File: src/rtl/fifo_pkg.sv
// Shared FIFO definitions used by both the read-side and write-side pointer blocks.
package fifo_pkg;

    // Default geometry of the FIFO memory.
    localparam int DATASIZE_DEF = 8;
    localparam int ADDRSIZE_DEF = 4;

    // Pointer width: one extra MSB beyond the address distinguishes laps.
    localparam int PTR_W = ADDRSIZE_DEF + 1;

    // Widest pointer bin2gray handles; narrower pointers are zero-extended
    // and the low bits of the result taken.
    localparam int PTR_MAX = 32;

    // Binary to reflected Gray code conversion.
    function automatic logic [PTR_MAX-1:0] bin2gray(input logic [PTR_MAX-1:0] b);
        return b ^ (b >> 1);
    endfunction

endpackage

File: src/rtl/fifo_skid_buf.sv
// Two-entry in-order buffer sitting between the FIFO memory read port and the
// output stream. Head entry is always slot e0 so dout comes straight from a flop.
module fifo_skid_buf #(
    parameter int WIDTH = 8
) (
    input  logic             clk,
    input  logic             rst,
    input  logic             push,
    input  logic             pop,
    input  logic [WIDTH-1:0] din,
    output logic [WIDTH-1:0] dout,
    output logic [1:0]       cnt
);

    logic [WIDTH-1:0] e0;
    logic [WIDTH-1:0] e1;
    logic [1:0]       cnt_q;

    // Entry shuffling: a pop shifts e1 into e0, a push lands behind whatever survives.
    always_ff @(posedge clk) begin
        if (rst) begin
            e0    <= '0;
            e1    <= '0;
            cnt_q <= 2'd0;
        end else begin
            case ({push, pop})
                2'b10: begin
                    if (cnt_q == 2'd0) e0 <= din;
                    else               e1 <= din;
                    cnt_q <= cnt_q + 2'd1;
                end
                2'b01: begin
                    e0    <= e1;
                    cnt_q <= cnt_q - 2'd1;
                end
                2'b11: begin
                    if (cnt_q == 2'd2) begin
                        e0 <= e1;
                        e1 <= din;
                    end else begin
                        e0 <= din;
                    end
                end
                default: ;
            endcase
        end
    end

    assign dout = e0;
    assign cnt  = cnt_q;

endmodule

File: src/rtl/fifo_rd_prefetch.sv
// Read side of an async FIFO with a two-word prefetch buffer that turns the
// memory read port into a registered valid/ready stream.
//
// Stream handshake: a word transfers on every rclk edge where m_valid and
// m_ready are both 1. m_valid never drops and m_data never changes while a
// word is offered and not yet taken; m_valid does not depend on m_ready.
module fifo_rd_prefetch
    import fifo_pkg::*;
#(
    parameter int DATASIZE = DATASIZE_DEF,
    parameter int ADDRSIZE = ADDRSIZE_DEF
) (
    input  logic                rclk,
    input  logic                rrst,
    input  logic [ADDRSIZE:0]   rq2_wptr,
    output logic [ADDRSIZE:0]   rptr,
    output logic [ADDRSIZE-1:0] raddr,
    input  logic [DATASIZE-1:0] rdata,
    output logic                rempty,
    output logic [DATASIZE-1:0] m_data,
    output logic                m_valid,
    input  logic                m_ready,
    output logic [1:0]          buf_cnt
);

    logic [ADDRSIZE:0]  rbin;
    logic [ADDRSIZE:0]  rbin_next;
    logic [ADDRSIZE:0]  gray_next;
    logic [PTR_MAX-1:0] gray_full;
    logic [1:0]         cnt_after;
    logic               take;
    logic               rinc;

    // Fetch a word only if it is there and the buffer will have room after this edge's take.
    always_comb begin
        take      = m_valid & m_ready;
        cnt_after = buf_cnt - {1'b0, take};
        rinc      = !rempty && (cnt_after < 2'd2);
        rbin_next = rbin + {{ADDRSIZE{1'b0}}, rinc};
        gray_full = bin2gray({{(PTR_MAX-ADDRSIZE-1){1'b0}}, rbin_next});
        gray_next = gray_full[ADDRSIZE:0];
    end

    // Pointer and empty flag registers; empty compares the look-ahead Gray pointer.
    always_ff @(posedge rclk) begin
        if (rrst) begin
            rbin   <= '0;
            rptr   <= '0;
            rempty <= 1'b1;
        end else begin
            rbin   <= rbin_next;
            rptr   <= gray_next;
            rempty <= (gray_next == rq2_wptr);
        end
    end

    assign raddr   = rbin[ADDRSIZE-1:0];
    assign m_valid = (buf_cnt != 2'd0);

    fifo_skid_buf #(
        .WIDTH (DATASIZE)
    ) u_skid_buf (
        .clk  (rclk),
        .rst  (rrst),
        .push (rinc),
        .pop  (take),
        .din  (rdata),
        .dout (m_data),
        .cnt  (buf_cnt)
    );

endmodule

File: config.mk
export PLATFORM = sky130hd
export DESIGN_NAME = fifo_rd_prefetch
export DESIGN_NICKNAME = d
export VERILOG_FILES = /design/src/rtl/fifo_pkg.sv /design/src/rtl/fifo_skid_buf.sv /design/src/rtl/fifo_rd_prefetch.sv
export SDC_FILE = /design/constraint.sdc
export NUM_CORES = 1
export LEC_CHECK = 0
export BUFFER_PORTS_ARGS = -buffer_cell sky130_fd_sc_hd__buf_2
export CAP_MARGIN = 20
export CELL_PAD_IN_SITES_DETAIL_PLACEMENT = 0
export CELL_PAD_IN_SITES_GLOBAL_PLACEMENT = 2
export CORE_MARGIN = 2
export CORE_UTILIZATION = 34
export CTS_BUF_LIST = sky130_fd_sc_hd__clkbuf_4 sky130_fd_sc_hd__clkbuf_8
export DETAILED_ROUTE_END_ITERATION = 8
export GPL_ROUTABILITY_DRIVEN = 0
export PLACE_DENSITY = 0.85
export SYNTH_ARGS = -nofsm -noshare
export SYNTH_HDL_FRONTEND = slang
export SYNTH_SLANG_ARGS = --single-unit
File: constraint.sdc
create_clock -name rclk -period 5.8 [get_ports rclk]
set_input_delay 0 -clock rclk [delete_from_list [all_inputs] [get_ports rclk]]
set_output_delay 0 -clock rclk [all_outputs]
set_load 0.1 [all_outputs]
Word-level counts from Yosys, hierarchy flattened
Index checks and enable logic that the tools add are counted.

Flip-flop bits (word level): 29. Bits of input ports: 16. Output and inout bits: 21.

Add/subtract/negate cells: 4. Magnitude comparators: 1. Equality and inequality tests: 8. Mux-type cells: 7. Bitwise logic cells: 2. Reduce and logical (&&, ||, !) cells: 9.

Operators by type and width (count): 8-bit 2-to-1 mux (4); 8-bit case mux with 3 select lines (1); 8-bit case mux with 2 select lines (1); 2-bit == test, second input constant (3); 2-bit nonzero test (3); 5-bit by 1-bit adder with 5-bit output (1); 5-bit == test (1); 5-bit by 4-bit bitwise XOR with 5-bit output (1); 2-bit by 1-bit inequality test with 1-bit output, second input constant (2); 2-bit case mux with 2 select lines (1); 3-bit AND reduction (1); 3-bit nonzero test (1); 2-bit by 1-bit adder with 2-bit output, second input constant (1); 2-bit by 1-bit == test with 1-bit output, second input constant (1); 2-bit zero test (1); 2-bit < comparator, second input constant (1); 2-bit inequality test, second input constant (1); 2-bit AND reduction (1); 2-bit by 1-bit subtractor with 2-bit output (1); 2-bit by 1-bit subtractor with 2-bit output, second input constant (1); 1-bit bitwise AND (1); 1-bit logical AND (1); 1-bit zero test (1).

Longest topological paths before layout
Word-level depth: 8. Gate-level depth with buffers: 10.

Modules after synthesis
From an unflattened synthesis, not the netlist that was laid out.

Cells, all modules: 168. Area total of the unflattened synthesis: 1498.9 µm².

Modules (own cells, without submodules): fifo_skid_buf (instances 1, cells an instance 115, area each 972.2 µm², sequential area each 360.3 µm²); fifo_rd_prefetch (instances 1, cells an instance 53, area each 526.8 µm², sequential area each 200.2 µm²).

Worst setup path after synthesis
OpenSTA, ideal clock, no wires.

Path kind: reg2reg. From: reg u_skid_buf.cnt_q[0] (netlist: u_skid_buf.cnt[0]). To: reg rempty. Library setup time: 116 ps. Arrival time: 2814 ps. Data required time: 5684 ps. Setup slack: 2870 ps. Stages on the path, launching flop included: 11. Buffers on the path: 1. Clock period less this slack: 2930 ps. Cells stage by stage: dfxtp_1 > buf_2 > nand2b_1 > a21o_1 > inv_1 > ha_1 > ha_1 > xnor2_1 > xor2_1 > xnor2_1 > a41o_1.

Longest elaborated chain between the ends: 8.

Ends and longest elaborated chain: from (decl) (line fifo_skid_buf.sv:17) `logic [1:0] cnt_q;`; from (signal assigned) (line fifo_skid_buf.sv:30) `cnt_q <= cnt_q + 2'd1;`; from (signal assigned) (line fifo_skid_buf.sv:34) `cnt_q <= cnt_q - 2'd1;`; 2-bit nonzero test (line fifo_rd_prefetch.sv:58) `assign m_valid = (buf_cnt != 2'd0);`; 1-bit bitwise AND (line fifo_rd_prefetch.sv:36) `take = m_valid & m_ready;`; 2-bit by 1-bit subtractor with 2-bit output * (line fifo_rd_prefetch.sv:37) `cnt_after = buf_cnt - {1'b0, take};`; 2-bit < comparator * (line fifo_rd_prefetch.sv:38) `rinc = !rempty && (cnt_after < 2'd2);`; 1-bit logical AND * (line fifo_rd_prefetch.sv:38); 5-bit by 1-bit adder with 5-bit output * (line fifo_rd_prefetch.sv:39) `rbin_next = rbin + {{ADDRSIZE{1'b0}}, rinc};`; 5-bit by 4-bit bitwise XOR with 5-bit output * (line fifo_pkg.sv:17) `return b ^ (b >> 1);`; 5-bit == test * (line fifo_rd_prefetch.sv:53) `rempty <= (gray_next == rq2_wptr);`; to (signal assigned) (line fifo_rd_prefetch.sv:53); to (decl) (line fifo_rd_prefetch.sv:19) `output logic rempty,`.

Mark *: on every way between the ends. The rest lies on a longest branch, timed or not. A chain may end at the register's enable or synchronous reset.

Final worst setup path
Ends and elaborated chain as after synthesis.

==> impl_results.md <==
* Number of maximum-capacitance violations at 0
* Width of the die at around 68 µm
* TritonCTS clock tree: built
* Fill cell total of the finished layout at 399
* Clock sink count at 28
* Placement row count at 23
* Via-to-Cell Ratio at approximately 4.8
* Number of input and output port buffers inserted at 36
* Final Cycle Share at 40.3%
* Initial antenna violation count at 0
* Placed instance count at around 230
* DRC errors left at 0
* Mapped cell area at 1370 µm²
* Maximum number of pins on one net before global-route repair at 29
* Family of cells with the greatest summed delay on the critical path: flip-flops
* Clock network latency to the later pin of the worst-skew pair at between 0.2 and 0.3 ns
* H-tree lvl count at 1
* Category of the most critical setup path: reg -> reg
* Kind of start point of the critical path: flip-flop
* Gr ovfl total at 0
* Slowest stage delay, CP at roughly 0.60 ns
* Fraction of the yosys area taken by sequential cells at about two fifths
* HPWL reported at the end of detailed placement at ~2100 µm
* Cell breakdown of the critical path: nand2b_1 > a21o_1 > inv_1 > ha_1 > ha_1 > xnor2_1 > xor2_1 > xnor2_1 > a41o_1
* Total vias in the final route at 1133
* Post-DR wirelength/cell at between 10 and 15 µm
* Worst hold slack after final layout at approximately 0.008 ns
* CTS clk-pin slew, worst paths at 0.10 ns
* Final-report setup violation count at 0
* Power Internal at about 0.48 mW
* Via count of the first global-routing pass at about 1100
* Element type at the critical path end: flip-flop
* Count of buffer and inverter cells on the critical path at 1
* Ratio of cells with drive above 1 in the final layout at between 20% and 30%
* Final setup skew at about 0.0042 ns
* Final standard cell utilization of the core at between 40 and 50%
* Data required time of the worst path at 5.98 ns
* Switching power total at 0.567 mW
* Remaining antenna violation count after routing at 0
* Proportion of power drawn by the clock network at between 10% and 20%
* Max frequency at 0.428 GHz
* Flip-flop cell with the highest count after synthesis: sky130_fd_sc_hd__dfxtp_1
* Run status: completed
* Path depth of the worst reg2reg path at 9
* Aggregate global-route resource usage at 14.1%
* Final-report hold violation count at 0
* Worst Path Arrival at between 2 and 3 ns
* Maximum VDD drop at ~0.00020 V
* Drt pass-1 iters at 4
* Effective utilization at floorplan at a little over a third
* Worst min-delay path endpoint: u_skid_buf.e1[1]$_SDFFE_PP0P_
* Instance count along the most critical hold path at 3
* Wire length of the first global-routing pass at 4930 µm
* Y dimension of the die at between 60 and 70 µm
* Total of flip-flops plus latches after synthesis at 28
* Start point of the worst min-delay path: rdata[1]
* Synth Warn # at 0
* Setup repair after global routing missed its margin: false
* CTS Root Buffer Type: sky130_fd_sc_hd__clkbuf_8
* Cell count after synthesis at ~150
* Comb pwr share at around 58%
* Longest Clk Path Bufs at 2
* Net Count, Synth at approximately 170
* Finished Layout Cells at between 200 and 250
* Worst Max-Slew Pin Slew at 0.520 ns
* Routed Wire Length at a little under 3000 µm
* R2r endpoint: rempty$_SDFF_PP1_
* Number of nets at the end of the flow at 208
* Area of the placeable core at 3940 µm²
* Buffers inserted during post-CTS setup optimization at 0
* Accumulated negative setup slack at 0 ns
* FF-to-FF setup slack at roughly 3.5 ns
* Crit path time final at ~2.3 ns
* Fraction of registers with async set or reset after synthesis at 0%
* Number of synthesized flops with an enable pin at 0
* Starting DRT DRC Count at between 40 and 50
* Top-level port count at 37
* Total power density per cell area at between 600 and 700 nW/µm²
* Number of clock buffers inserted by TritonCTS at 3
* Proportion of total power due to net switching at around 54%
* Count of distinct cell types in the synthesized netlist at 35
* Part of the total power dissipated in sequential elements at a little over a quarter
* Number of max-slew violations in the final report at 0
* Layout overhead on the synthesized area at 25.0%
* Leak at roughly 0.74 nW
* Reg-to-reg startpoint: u_skid_buf.cnt[0]$_SDFFE_PP0P_
* Path type of the worst min-delay path: in -> reg
* Die area at approximately 4600 µm²
* Average footprint of a synthesized cell at 9.40 µm²
* Headroom to the max-slew limit at 65.3%
* Largest fanout of any net on the critical path at 12
* Slowest cell on crit path: sky130_fd_sc_hd__dfxtp_1
* Number of antenna repair diodes at 0
[placed cells by master (no fill, tap or decap), types with 2 or more instances in the layout]
master	count
sky130_fd_sc_hd__nor2_1	23
sky130_fd_sc_hd__nor2b_1	5
sky130_fd_sc_hd__clkbuf_8	3
sky130_fd_sc_hd__xnor2_1	10
sky130_fd_sc_hd__o21ai_2	2
sky130_fd_sc_hd__a21boi_0	2
sky130_fd_sc_hd__nand2_1	11
sky130_fd_sc_hd__o21ai_1	7
sky130_fd_sc_hd__o21ai_0	2
sky130_fd_sc_hd__nand2b_1	2
sky130_fd_sc_hd__mux2i_1	9
sky130_fd_sc_hd__xor2_1	6
sky130_fd_sc_hd__a211oi_1	7
sky130_fd_sc_hd__or3_1	2
sky130_fd_sc_hd__ha_1	5
sky130_fd_sc_hd__dfxtp_1	28
sky130_fd_sc_hd__buf_2	36
sky130_fd_sc_hd__dlygate4sd3_1	6
sky130_fd_sc_hd__inv_1	3
[what timing repair did]
action                    CTS  global route
hold buffers                6             0
hold endpoints to repair    6             0
gates resized for setup     0             0
[layout make-up]
class                           instances  area [µm²]  area share, %
Clock buffer                            3        41.3           2.41
Clock inverter                          1        30.0           1.75
Inverter                                3        11.3          0.656
Multi-Input combinational cell        109         769           44.9
Sequential cell                        28         561           32.7
Tap cell                               50        62.6           3.65
Timing Repair Buffer                   42         240           14.0
[layer usage]
layer | share of wire, % | GRT usage [%] | up-vias
met5 | 0 | 0 | -
met4 | 0.41 | 3.83 | 0
met3 | 6.0 | 3.83 | 2
met2 | 47 | 23.2 | 28
met1 | 47 | 18.0 | 532
li1 | - | - | 571
[cell families (layout without fill, tap and decap cells)]
kind of cell             count (synthesis)  in the layout  share of synthesized area [%]
buffers and inverters                    9             49                           3.10
AND/OR/NAND/NOR                         49             49                           16.0
flip-flops                              28             28                           40.8
XOR/XNOR                                17             17                           11.4
multiplexers                             9              9                           6.56
adder cells (fa/ha/maj)                  5              5                           4.56
AO/OA/AOI/OAI                           29             29                           17.6
[how the worst max path moves through the flow]
stage,slack (ns),cells past startpoint,from,end
floorplan,2.87,10,u_skid_buf.cnt[0]$_SDFFE_PP0P_,rempty$_SDFF_PP1_
global placement,3.54,9,u_skid_buf.cnt[0]$_SDFFE_PP0P_,rempty$_SDFF_PP1_
detailed placement,3.45,9,u_skid_buf.cnt[0]$_SDFFE_PP0P_,rempty$_SDFF_PP1_
CTS,3.43,9,u_skid_buf.cnt[0]$_SDFFE_PP0P_,rempty$_SDFF_PP1_
global route,3.25,9,u_skid_buf.cnt[0]$_SDFFE_PP0P_,rempty$_SDFF_PP1_
finish,3.46,9,u_skid_buf.cnt[0]$_SDFFE_PP0P_,rempty$_SDFF_PP1_
[through the flow]
stage,cell area [µm²],setup slack [ns],power [mW]
CTS,1720,3.43,1.05
global route,1720,3.25,1.11
floorplan,1370,2.87,0.813
detailed placement,1580,3.45,0.893
finish,1720,3.46,1.05
global placement,1580,3.54,0.889
[sequential cells by signal (all words and copies together) (netlist names)]
name             flops
u_skid_buf.dout      8
u_skid_buf.e1        8
rempty               1
u_skid_buf.cnt       2
rbin                 4
rptr                 5
[cell usage after synthesis (2+ instances only)]
library cell | count | area share, %
sky130_fd_sc_hd__inv_1 | 3 | 0.82
sky130_fd_sc_hd__o21ai_0 | 2 | 0.73
sky130_fd_sc_hd__ha_1 | 5 | 4.6
sky130_fd_sc_hd__nor2_1 | 23 | 6.3
sky130_fd_sc_hd__clkbuf_1 | 3 | 0.82
sky130_fd_sc_hd__o21ai_1 | 7 | 2.6
sky130_fd_sc_hd__a211oi_1 | 7 | 3.8
sky130_fd_sc_hd__xnor2_1 | 10 | 6.4
sky130_fd_sc_hd__dfxtp_1 | 28 | 41
sky130_fd_sc_hd__buf_4 | 2 | 1.1
sky130_fd_sc_hd__o21ai_2 | 2 | 1.3
sky130_fd_sc_hd__nand2_1 | 11 | 3.0
sky130_fd_sc_hd__mux2i_1 | 9 | 6.6
sky130_fd_sc_hd__or3_1 | 2 | 0.91
sky130_fd_sc_hd__xor2_1 | 6 | 3.8
sky130_fd_sc_hd__nor2b_1 | 5 | 2.3
sky130_fd_sc_hd__nand2b_1 | 2 | 0.91
sky130_fd_sc_hd__a21boi_0 | 2 | 1.1
[worst reg2reg max path: stages (launching register included)]
cell	delay [ns]
sky130_fd_sc_hd__dfxtp_1	0.60
sky130_fd_sc_hd__nand2b_1	0.17
sky130_fd_sc_hd__a21o_1	0.13
sky130_fd_sc_hd__inv_1	0.07
sky130_fd_sc_hd__ha_1	0.22
sky130_fd_sc_hd__ha_1	0.29
sky130_fd_sc_hd__xnor2_1	0.28
sky130_fd_sc_hd__xor2_1	0.20
sky130_fd_sc_hd__xnor2_1	0.08
sky130_fd_sc_hd__a41o_1	0.21
[power by group through the flow]
stage | Sequential (mW) | Combinational, mW | Clock, mW
global placement | 0.284 | 0.605 | 0
detailed placement | 0.287 | 0.606 | 0
global route | 0.290 | 0.645 | 0.170
floorplan | 0.558 | 0.255 | 0
finish | 0.282 | 0.606 | 0.157
CTS | 0.283 | 0.611 | 0.161
Note: power is estimated with default switching activity, not from simulation.
